**config.mk**
```make
export PLATFORM = sky130hd
export DESIGN_NAME = out_port_tx
export DESIGN_NICKNAME = d
export VERILOG_FILES = /design/src/rtl/out_port_pkg.sv /design/src/rtl/io_fifo.sv /design/src/rtl/out_port_tx.sv
export SDC_FILE = /design/constraint.sdc
export NUM_CORES = 1
export LEC_CHECK = 0
export CORE_MARGIN = 4
export CORE_UTILIZATION = 24
export DETAILED_ROUTE_END_ITERATION = 10
export PLACE_DENSITY = 0.5
export SKIP_CTS_REPAIR_TIMING = 1
export SLEW_MARGIN = 5
export SYNTH_ARGS = -nofsm -noshare
export SYNTH_HDL_FRONTEND = slang
export SYNTH_SLANG_ARGS = --single-unit
export TNS_END_PERCENT = 1
```
**constraint.sdc**
```tcl
create_clock -name clock -period 2.5 [get_ports clock]
set_clock_uncertainty 0.2 [all_clocks]
set_input_delay 0.25 -clock clock [delete_from_list [all_inputs] [get_ports clock]]
set_output_delay 0.25 -clock clock [all_outputs]
set_load 0.005 [all_outputs]
```
**src/rtl/out_port_pkg.sv**
```systemverilog
// Shared types and constants for the OUT-port serial transmitter.
// Latency: n/a (types only).
// Backpressure: n/a (types only).
package out_port_pkg;

    typedef enum logic [1:0] {
        IDLE  = 2'd0,
        START = 2'd1,
        DATA  = 2'd2,
        STOP  = 2'd3
    } tx_state_t;

    localparam int BITS_PER_BYTE  = 8;
    localparam int BYTES_PER_WORD = 2;
    localparam int WORD_W         = BITS_PER_BYTE * BYTES_PER_WORD;

endpackage

```
**src/rtl/io_fifo.sv**
```systemverilog
// Generic synchronous FIFO with a show-ahead head output.
// Latency: a push is visible at rdata one cycle later; pop takes effect at the edge.
// Backpressure: full blocks push unless a pop lands in the same cycle; pop on empty is ignored.
module io_fifo #(
    parameter int WIDTH = 16,
    parameter int DEPTH = 4
) (
    input  logic             clock,
    input  logic             reset,
    input  logic             push,
    input  logic             pop,
    input  logic [WIDTH-1:0] wdata,
    output logic [WIDTH-1:0] rdata,
    output logic             empty,
    output logic             full
);

    localparam int AW = $clog2(DEPTH);

    logic [AW:0]      wptr;
    logic [AW:0]      rptr;
    logic [WIDTH-1:0] mem [DEPTH];
    logic             do_push;
    logic             do_pop;

    // Pointers run modulo 2*DEPTH; the extra MSB separates full from empty.
    assign empty   = (wptr == rptr);
    assign full    = (wptr[AW] != rptr[AW]) && (wptr[AW-1:0] == rptr[AW-1:0]);
    assign do_pop  = pop && !empty;
    assign do_push = push && (!full || do_pop);
    assign rdata   = mem[rptr[AW-1:0]];

    always_ff @(posedge clock) begin
        if (!reset) begin
            wptr <= '0;
            rptr <= '0;
        end else begin
            if (do_push) begin
                wptr <= wptr + 1'b1;
            end
            if (do_pop) begin
                rptr <= rptr + 1'b1;
            end
        end
    end

    always_ff @(posedge clock) begin
        if (do_push) begin
            mem[wptr[AW-1:0]] <= wdata;
        end
    end

endmodule

```
**src/rtl/out_port_tx.sv**
```systemverilog
// OUT-port transmitter: buffers 16-bit words and sends each as two 8N1 frames, low byte first.
// Latency: strobe in cycle N gives a start bit from cycle N+2; a word occupies 20*CLKS_PER_BIT cycles.
// Backpressure: none upstream; pushes into a full FIFO are dropped and flagged on sticky overflow.
module out_port_tx
    import out_port_pkg::*;
#(
    parameter int CLKS_PER_BIT = 16,
    parameter int FIFO_DEPTH   = 4
) (
    input  logic        clock,
    input  logic        reset,
    input  logic        outWrite,
    input  logic [15:0] outData,
    output logic        txd,
    output logic        busy,
    output logic        full,
    output logic        overflow
);

    localparam int TW = $clog2(CLKS_PER_BIT);
    localparam int IW = $clog2(BITS_PER_BYTE);
    localparam logic [TW-1:0] TMAX = TW'(CLKS_PER_BIT - 1);
    localparam logic [IW-1:0] IMAX = IW'(BITS_PER_BYTE - 1);

    tx_state_t       state;
    tx_state_t       state_n;
    logic            hb;
    logic            hb_n;
    logic [IW-1:0]   idx;
    logic [IW-1:0]   idx_n;
    logic [TW-1:0]   timer;
    logic [TW-1:0]   timer_n;
    logic [WORD_W-1:0] shreg;
    logic [WORD_W-1:0] shreg_n;
    logic [WORD_W-1:0] head;
    logic            txd_n;
    logic            pop;
    logic            fifo_empty;
    logic            fifo_full;

    io_fifo #(
        .WIDTH (WORD_W),
        .DEPTH (FIFO_DEPTH)
    ) u_fifo (
        .clock (clock),
        .reset (reset),
        .push  (outWrite),
        .pop   (pop),
        .wdata (outData),
        .rdata (head),
        .empty (fifo_empty),
        .full  (fifo_full)
    );

    assign full = fifo_full;
    assign busy = (state != IDLE) || !fifo_empty;

    // txd is registered from the next-state decision so the line changes on the same edge as the state.
    always_comb begin
        state_n = state;
        hb_n    = hb;
        idx_n   = idx;
        timer_n = timer;
        shreg_n = shreg;
        txd_n   = txd;
        pop     = 1'b0;
        case (state)
            IDLE: begin
                txd_n = 1'b1;
                if (!fifo_empty) begin
                    pop     = 1'b1;
                    shreg_n = head;
                    hb_n    = 1'b0;
                    timer_n = '0;
                    state_n = START;
                    txd_n   = 1'b0;
                end
            end
            START: begin
                if (timer == TMAX) begin
                    timer_n = '0;
                    idx_n   = '0;
                    state_n = DATA;
                    txd_n   = shreg[0];
                end else begin
                    timer_n = timer + 1'b1;
                end
            end
            DATA: begin
                if (timer == TMAX) begin
                    timer_n = '0;
                    // After eight shifts the high byte sits in shreg[7:0].
                    shreg_n = shreg >> 1;
                    if (idx == IMAX) begin
                        state_n = STOP;
                        txd_n   = 1'b1;
                    end else begin
                        idx_n = idx + 1'b1;
                        txd_n = shreg[1];
                    end
                end else begin
                    timer_n = timer + 1'b1;
                end
            end
            STOP: begin
                if (timer == TMAX) begin
                    timer_n = '0;
                    if (!hb) begin
                        hb_n    = 1'b1;
                        state_n = START;
                        txd_n   = 1'b0;
                    end else begin
                        state_n = IDLE;
                        txd_n   = 1'b1;
                    end
                end else begin
                    timer_n = timer + 1'b1;
                end
            end
            default: begin
                state_n = IDLE;
                txd_n   = 1'b1;
            end
        endcase
    end

    always_ff @(posedge clock) begin
        if (!reset) begin
            state    <= IDLE;
            hb       <= 1'b0;
            idx      <= '0;
            timer    <= '0;
            shreg    <= '0;
            txd      <= 1'b1;
            overflow <= 1'b0;
        end else begin
            state <= state_n;
            hb    <= hb_n;
            idx   <= idx_n;
            timer <= timer_n;
            shreg <= shreg_n;
            txd   <= txd_n;
            if (outWrite && fifo_full && !pop) begin
                overflow <= 1'b1;
            end
        end
    end

endmodule

```
# After elaboration in Yosys (flattened, before gate mapping)
# Memories as Yosys holds them, arrays and structs flattened. A register that Yosys moved wholly into a read port is not among the register bits.
# Cells that the tools add are included.
[totals]
register_bits = 34
ram_bits = 64
output_inout_bits = 4
word_cells = 82
n_memories = 1
[op_classes]
addsub = 4
n_eq_ne = 14
mux = 33
reduce_logical = 21
[mem_list]
columns = ["name", "depth", "word_bits", "rd", "rd_ports_with_merged_regs", "write_ports", "line_no", "rtl"]
rows = [
  ["u_fifo.mem", 4, 16, 1, 1, 1, "io_fifo.sv:22", "logic [WIDTH-1:0] mem [DEPTH];"],
]
[op_table]
columns = ["operator", "count"]
rows = [
  ["$mux 16", 2],
  ["$pmux 16 s2", 1],
  ["$mux 2", 7],
  ["$mux 1", 13],
  ["$ne 2x2->1 const B", 6],
  ["$add 3x1->3 const B", 3],
  ["$mux 3", 3],
  ["$reduce_and 3->1", 3],
  ["$mux 4", 2],
  ["$pmux 2 s4", 1],
  ["$pmux 4 s2", 1],
  ["$reduce_bool 2->1", 4],
  ["$pmux 3 s2", 1],
  ["$logic_and 1x1->1", 5],
  ["$reduce_and 5->1", 1],
  ["$add 4x1->4 const B", 1],
  ["$eq 2x2->1 const B", 2],
  ["$eq 4x4->1 const B", 1],
  ["$pmux 1 s4", 1],
  ["$reduce_and 4->1", 1],
  ["$eq 3x3->1", 1],
  ["$eq 3x3->1 const B", 1],
  ["$logic_not 1->1", 3],
  ["$reduce_or 3->1", 1],
  ["other kinds (6)", 7],
]

# Logic depth before layout (Yosys ltp)
# Gate-level depths: netlist of run 1.
[logic_depth]
ltp_word = 8
ltp_mapped = 9
mapped_depth_nobuf = 7

# Modules after synthesis
# Synthesis of run 1 repeated with hierarchy kept, for this count alone.
[unflattened]
cells_unflattened = 289
area_unflattened_um2 = 4284.1
[modules_own_cells]
columns = ["mod", "n_inst", "cells_per_inst", "area_per_inst_um2", "seq_area_each_um2"]
rows = [
  ["io_fifo", 1, 138, 2829.0, 2082.0],
  ["out_port_tx", 1, 151, 1455.1, 560.5],
]

# Worst setup path before layout of run 1
# No wires, ideal clock.
[synth_timing]
kind = "reg-to-reg"
from = "register u_fifo.wptr[0]"
to = "memory u_fifo.mem[3][0], enable pin"
setup_ns = 0.374
arrival_ns = 1.559
t_required_ns = 1.926
setup_slack_ns = 0.367
stages_incl_launch_ff = 4
n_path_buf = 0
period_less_slack_ns = 2.133
cell_sequence = "dfxtp_1 xor2_1 o41a_1 and2_1"
[synth_between]
elab_chain_len = 8
word_cells_on_any_way = 12
classes_between = "2 x eq/ne; 4 x mux; 6 x reduce/logical"
[synth_rtl]
columns = ["element", "line_no", "rtl"]
rows = [
  ["from (decl)", "io_fifo.sv:20", "logic [AW:0] wptr;"],
  ["from (signal assigned)", "io_fifo.sv:39", "wptr <= wptr + 1'b1;"],
  ["$eq 3x3->1", "io_fifo.sv:27", "assign empty = (wptr == rptr);"],
  ["$mux 1", "out_port_tx.sv:70", "if (!fifo_empty) begin"],
  ["$mux 1", "out_port_tx.sv:67", "case (state)"],
  ["$logic_and 1x1->1", "io_fifo.sv:29", "assign do_pop = pop && !empty;"],
  ["$logic_or 1x1->1", "io_fifo.sv:30", "assign do_push = push && (!full || do_pop);"],
  ["$logic_and 1x1->1", "io_fifo.sv:30", ""],
  ["$mux 1", "io_fifo.sv:48", "if (do_push) begin"],
  ["$mux 1 (implied by the code)", "io_fifo.sv:49", "mem[wptr[AW-1:0]] <= wdata;"],
  ["to (decl)", "io_fifo.sv:22", ""],
]
# Parallel ways exist; a longest one is shown, timed or not.

# Final worst setup path of run 1
[layout_timing]
from = "register u_fifo.rptr[2]"
to = "output port busy"
[layout_between]
elab_chain_len = 3
[layout_rtl]
columns = ["element", "line_no", "rtl"]
rows = [
  ["from (decl)", "io_fifo.sv:21", "logic [AW:0] rptr;"],
  ["from (signal assigned)", "io_fifo.sv:42", "rptr <= rptr + 1'b1;"],
  ["$eq 3x3->1", "io_fifo.sv:27", ""],
  ["$logic_not 1->1", "out_port_tx.sv:56", "assign busy = (state != IDLE) || !fifo_empty;"],
  ["$logic_or 1x1->1", "out_port_tx.sv:56", ""],
  ["to (decl)", "out_port_tx.sv:15", "output logic busy,"],
]
# No other way between the ends.

==> metrics.txt, run 1 <==
crit end category=output port; unrepaired setup endpoints after global routing=false; cts bufs inserted=9; row cnt=48; Max Slew Vio Count=0; status=finished, final reports clean; H-tree levels=3; DRT iter0 DRCs=around 170; max frequency=~420 MHz; Yosys cell types=46; Synth Area in XOR/XNOR=0.0163; n_diodes=0; Synth Register Bits=100; Gate Count Post-Synth=~290; via count=about 2300; post-synthesis compound-gate area fraction=0.0728; CP Cell Sequence=xor2_2 -> nor4_4 -> bufinv_8 -> clkdlybuf4s50_1; main combinational cell family by area after synthesis=multiplexers; CP delay by family, top=buffers and inverters; Final Cell Area=0.00513 sq mm; CTS max path bufs=2; DIE WIDTH=141 um; I/O Buffers=22; Layout area overhead=21.2%; Total GRT Usage=0.0860; Routed WL=about 8000 um; min-delay src=shreg[15]; CP Buf/Inv Count=2; P_leak=about 1.8 nW; clk_lat worst skew=between 0.3 and 0.4 ns; post-synthesis cell area=0.00423 sq mm; DP HPWL=5190 um; placed cell areas=0.00479 sq mm; top_reg_cell synth=edfxtp_1; Initial DRT Pass Iterations=4; number of flops mapped to enable cells by yosys=64; initial antenna violation count=0; FF-to-FF Start=state[0]; worst vdd ir=approximately 0.00042 V; initial cell density of the core=0.245; Async SR Flop Fraction=0; fin crit period=approximately 2.4 ns; critical path peak fanout=13; Tcrit/Tclk final=0.958; syn_nets=about 320; Vias/cell=4.32; total grt overflow=0; CP max stage cell=clkdlybuf4s50_1; clk slew on worst S/H paths=~0.07 ns; Core ar.=about 0.017 sq mm; Routability Congestion=~0.7; Die Ht=around 140 um; HP Class=register to register; sequential fraction of the synthesis area=0.625; # clock sinks=100; share of post-route cells with drive strength above 1=0.177; root buffer cell=clkbuf_16; CP required=roughly 2.1 ns; Die Footprint=a little under 0.02 sq mm; crit-path max cell delay=around 0.46 ns; Setup Viol. Count Final=0; crit path DAT=slightly below 2 ns; Final nets=around 340; drc violations=0; crit path launch type=register; Post-Synth Simple-Gate Area=0.0917; largest net degree at the start of global routing=43; critical setup path kind=register to output port; total of max-cap violations=0; slew margin rel.=0.562; vias in the first global route=about 2500; PwrDens=about 940 mW/mm^2; Synth Area in Adders=0.0385; Final Hold Vio Count=0; Syn. warnings=0; Detail Route Antenna Nets=0; Top-Level Pins=23; CTS tree=done; worst slew pin tran=roughly 0.66 ns; mux contribution to synthesized area=0.128; Crit. Startpoint=u_fifo.rptr[2]; TNS Setup=0 ns; WL per Instance=around 15 um; first-pass GRT wire length=approximately 13000 um; Avg Cell Area, Syn=between 10 and 15 sq um
worst register-to-register path: stages, from the launching register on:
cell     delay, ns
dfxtp_2       0.35
inv_2         0.11
ha_1          0.35
mux2_2        0.40
and2_1        0.37
o211a_1       0.31
per-layer routing:
metal / track usage / part of all wire
met3: 0.0278 / 0.027
met1: 0.107 / 0.45
met2: 0.144 / 0.51
met5: 0 / 0
met4: 0.0245 / 0.016
final cells by class:
class | count | area, sq um
repair buffers | 35 | 368
multi-input cells | 159 | 1510
fillers | 1747 | 12200
flip-flops and latches | 100 | 2650
well taps | 225 | 282
clock buffers | 10 | 229
inverters | 7 | 40.0
clock inverters | 6 | 55.1
registers in the layout (all words and copies together) (netlist names), named ones only:
name         flops
state            2
u_fifo.rptr      3
u_fifo.wptr      3
hb               1
shreg           16
txd              1
u_fifo.mem      64
timer            4
idx              3
overflow         1
cell usage in the layout, fill, tap and decap left out, types with 3 or more instances in the layout:
cell,count
a21boi_0,3
a21oi_1,3
and2_1,9
buf_12,4
buf_4,9
clkbuf_16,9
clkdlybuf4s50_1,22
dfxtp_1,33
dfxtp_2,3
edfxtp_1,64
ha_1,12
inv_1,5
mux2i_1,17
mux4_2,16
nand2_1,12
nand3_1,20
nand4_1,3
nor2_1,5
nor2b_1,3
o211a_1,15
o21ai_0,5
xnor2_1,4
through the flow:
step           hold slack, ns  utilization  setup WS, ns  std cells  power [mW]
2_1_floorplan           0.149            -         0.367        285        3.12
3_3_place_gp            0.245        0.277         0.262        526        3.47
3_5_place_dp            0.255        0.277         0.193        526        3.49
4_1_cts                 0.266        0.293        -0.154        542        4.83
5_1_grt                 0.297        0.296        0.0144        542        5.13
6_report                0.264        0.296         0.104        542        4.81
kinds of logic (layout without fill, tap and decap cells):
group / count (synthesis) / count (layout)
mux: 34 / 34
compound gates: 37 / 37
flops: 100 / 100
simple gates: 68 / 68
buf+inv: 26 / 58
xor+xnor: 7 / 7
fa+ha+maj: 13 / 13
synthesized netlist by cell type, types with 2 or more instances:
| library cell | n | area share |
|---|---|---|
| and2_1 | 9 | 0.013 |
| dfxtp_1 | 36 | 0.17 |
| nand3b_1 | 2 | 0.0035 |
| buf_6 | 2 | 0.0053 |
| buf_1 | 2 | 0.0018 |
| a21oi_1 | 3 | 0.0035 |
| inv_1 | 6 | 0.0053 |
| clkbuf_1 | 10 | 0.0089 |
| and3_1 | 2 | 0.0030 |
| nand4b_1 | 2 | 0.0041 |
| xnor2_1 | 4 | 0.0083 |
| a21boi_1 | 2 | 0.0035 |
| o211a_1 | 15 | 0.035 |
| nand2_1 | 12 | 0.011 |
| nor2_1 | 5 | 0.0044 |
| nand4_1 | 3 | 0.0044 |
| edfxtp_1 | 64 | 0.45 |
| ha_1 | 13 | 0.038 |
| mux4_2 | 16 | 0.085 |
| buf_2 | 5 | 0.0059 |
| nor3_1 | 2 | 0.0024 |
| o21ai_0 | 5 | 0.0059 |
| or3_1 | 2 | 0.0030 |
| xor2_1 | 2 | 0.0041 |
| nor2b_1 | 3 | 0.0044 |
| a21boi_0 | 3 | 0.0053 |
| mux2i_1 | 17 | 0.040 |
| nand3_1 | 20 | 0.024 |
report_power, final:
part / internal (mW) / switching (mW) / leakage [nW] / total [mW]
registers: 1.96 / 0.116 / 0.885 / 2.08
logic: 0.703 / 0.718 / 0.805 / 1.42
clock network: 0.694 / 0.623 / 0.133 / 1.32
final timing paths:
path,endpoint,slack (ns),cells past startpoint
hold reg to reg,shreg[15],0.26,2
setup / recovery,busy,0.10,4
setup reg to reg,shreg[4],0.30,5
hold / removal,shreg[15],0.26,2
Power figures use the tool's default switching activity.
==> run 2, diff against run 1 <==
- SETUP_SLACK_MARGIN: default -> 0.05
- SKIP_LAST_GASP: default -> 1
- TNS_END_PERCENT: 1 -> default
==> metrics.txt, run 2 (synthesis results as in run 1) <==
WL per Instance=14.8 um; fin crit period=around 2.4 ns; area of the multi-input gates=roughly 0.0015 sq mm; Power Total=around 4.9 mW; CTS max path bufs=2; Initial DRT Pass Iterations=4; Fill cells=~1700; FF-to-FF End=shreg[4]; Tcrit/Tclk final=0.947; Top-Level Pins=23; first-pass GRT wire length=between 10000 and 15000 um; clk slew on worst S/H paths=0.07 ns; via count=2369; max reg flops=between 60 and 70; total grt overflow=0; worst vdd ir=0.000416 V; # clock sinks=100; initial antenna violation count=0; DIE WIDTH=around 140 um; slew margin rel.=0.575; Detail Route Antenna Nets=0; Layout area overhead=22.0%; H-tree levels=3; DP HPWL=slightly above 5000 um; CP Cell Sequence=xor2_2 -> nor4_4 -> bufinv_8 -> clkdlybuf4s50_1; CP delay by family, top=buffers and inverters; max frequency=~420 MHz; CTS tree=done; Setup Viol. Count Final=0; worst slew pin tran=around 0.64 ns; fin util=0.298; unrepaired setup endpoints after global routing=false; CP required=between 2 and 2.5 ns; most frequent cells in the layout=edfxtp_1, dfxtp_1, clkdlybuf4s50_1, nand3_1, mux2i_1; DRT iter0 DRCs=approximately 190; worst reg-to-reg path cell count=6; Post-Place Cells=between 500 and 600; fin cells=about 540; critical path peak fanout=6; largest net degree at the start of global routing=43; Max Slew Vio Count=0; storage element area=about 0.0026 sq mm; HP Class=register to register; FF-to-FF Start=u_fifo.rptr[2]; critical setup path kind=register to output port; cts bufs inserted=9; Final nets=approximately 350; crit end category=output port; vias in the first global route=between 2000 and 2500; share of post-route cells with drive strength above 1=0.191; CP max stage cell=clkdlybuf4s50_1; Final Hold Vio Count=0; P_leak=1.84 nW; WHS Endpoint=shreg[15]; total of max-cap violations=0; Total GRT Usage=0.0860; TNS Setup=0 ns; crit path launch type=register; I/O Buffers=22; Min-Delay Path Depth=2; drc violations=0; n_diodes=0; crit path DAT=approximately 1.9 ns; min-delay src=shreg[15]; CP Buf/Inv Count=2; Routed WL=8070 um; PwrDens=~940 mW/mm^2; clk_lat worst skew=around 0.34 ns; row cnt=48; Core ar.=0.0173 sq mm; root buffer cell=clkbuf_16; crit-path max cell delay=0.45 ns; Die Footprint=a little under 0.02 sq mm; Routability Congestion=around 0.72; Die Ht=~140 um; FF-to-FF setup slack=0.29 ns; initial cell density of the core=0.245; leading cell type in the layout, fill and taps excluded=edfxtp_1; Vias/cell=roughly 4.4; status=finished, final reports clean
## run 2: changes by cell type in the layout (fill, tap and decap cells not counted), sizes merged
cell | previous run | this run
buf | 13 | 15
## run 2: worst max path at each step
stage	startpoint	to	slack (ns)	cells past startpoint
2_1_floorplan	u_fifo.wptr[0]	u_fifo.mem[3][0]	0.37	3
3_3_place_gp	state[0]	shreg[10]	0.26	7
3_5_place_dp	state[0]	shreg[4]	0.19	7
4_1_cts	state[0]	busy	-0.15	6
5_1_grt	u_fifo.rptr[2]	busy	0.06	4
6_report	u_fifo.rptr[2]	busy	0.13	4
## run 2: per-stage QoR
step | setup slack (ns) | cell area (sq um) | hold slack [ns]
after global routing | 0.0577 | 5160 | 0.297
final | 0.133 | 5160 | 0.262
after floorplan | 0.367 | 4230 | 0.149
after global placement | 0.262 | 4790 | 0.245
after detailed placement | 0.193 | 4790 | 0.255
after CTS | -0.154 | 5070 | 0.266
## run 2: layout make-up
type,count,share of cell area
inverters,7,0.00776
well taps,225,0.0546
multi-input cells,159,0.295
clock inverters,6,0.0107
flip-flops and latches,100,0.513
clock buffers,10,0.0444
repair buffers,37,0.0742
## run 2: power by group
| group | internal, mW | leakage [nW] | total, mW | switching (mW) |
|---|---|---|---|---|
| sequential | 1.96 | 0.885 | 2.08 | 0.122 |
| clock | 0.694 | 0.133 | 1.32 | 0.625 |
| combinational | 0.736 | 0.819 | 1.46 | 0.728 |
## run 2: tightest hold or removal path, cell delays in order (launching register included)
cell     delay (ns)
dfxtp_1        0.31
nand2_1        0.05
mux2i_1        0.05
## run 2: routing by layer
metal | GRT usage | routed length [um]
met3 | 0.0278 | 231
met5 | 0 | 0
met2 | 0.144 | 4060
met1 | 0.107 | 3650
met4 | 0.0245 | 128
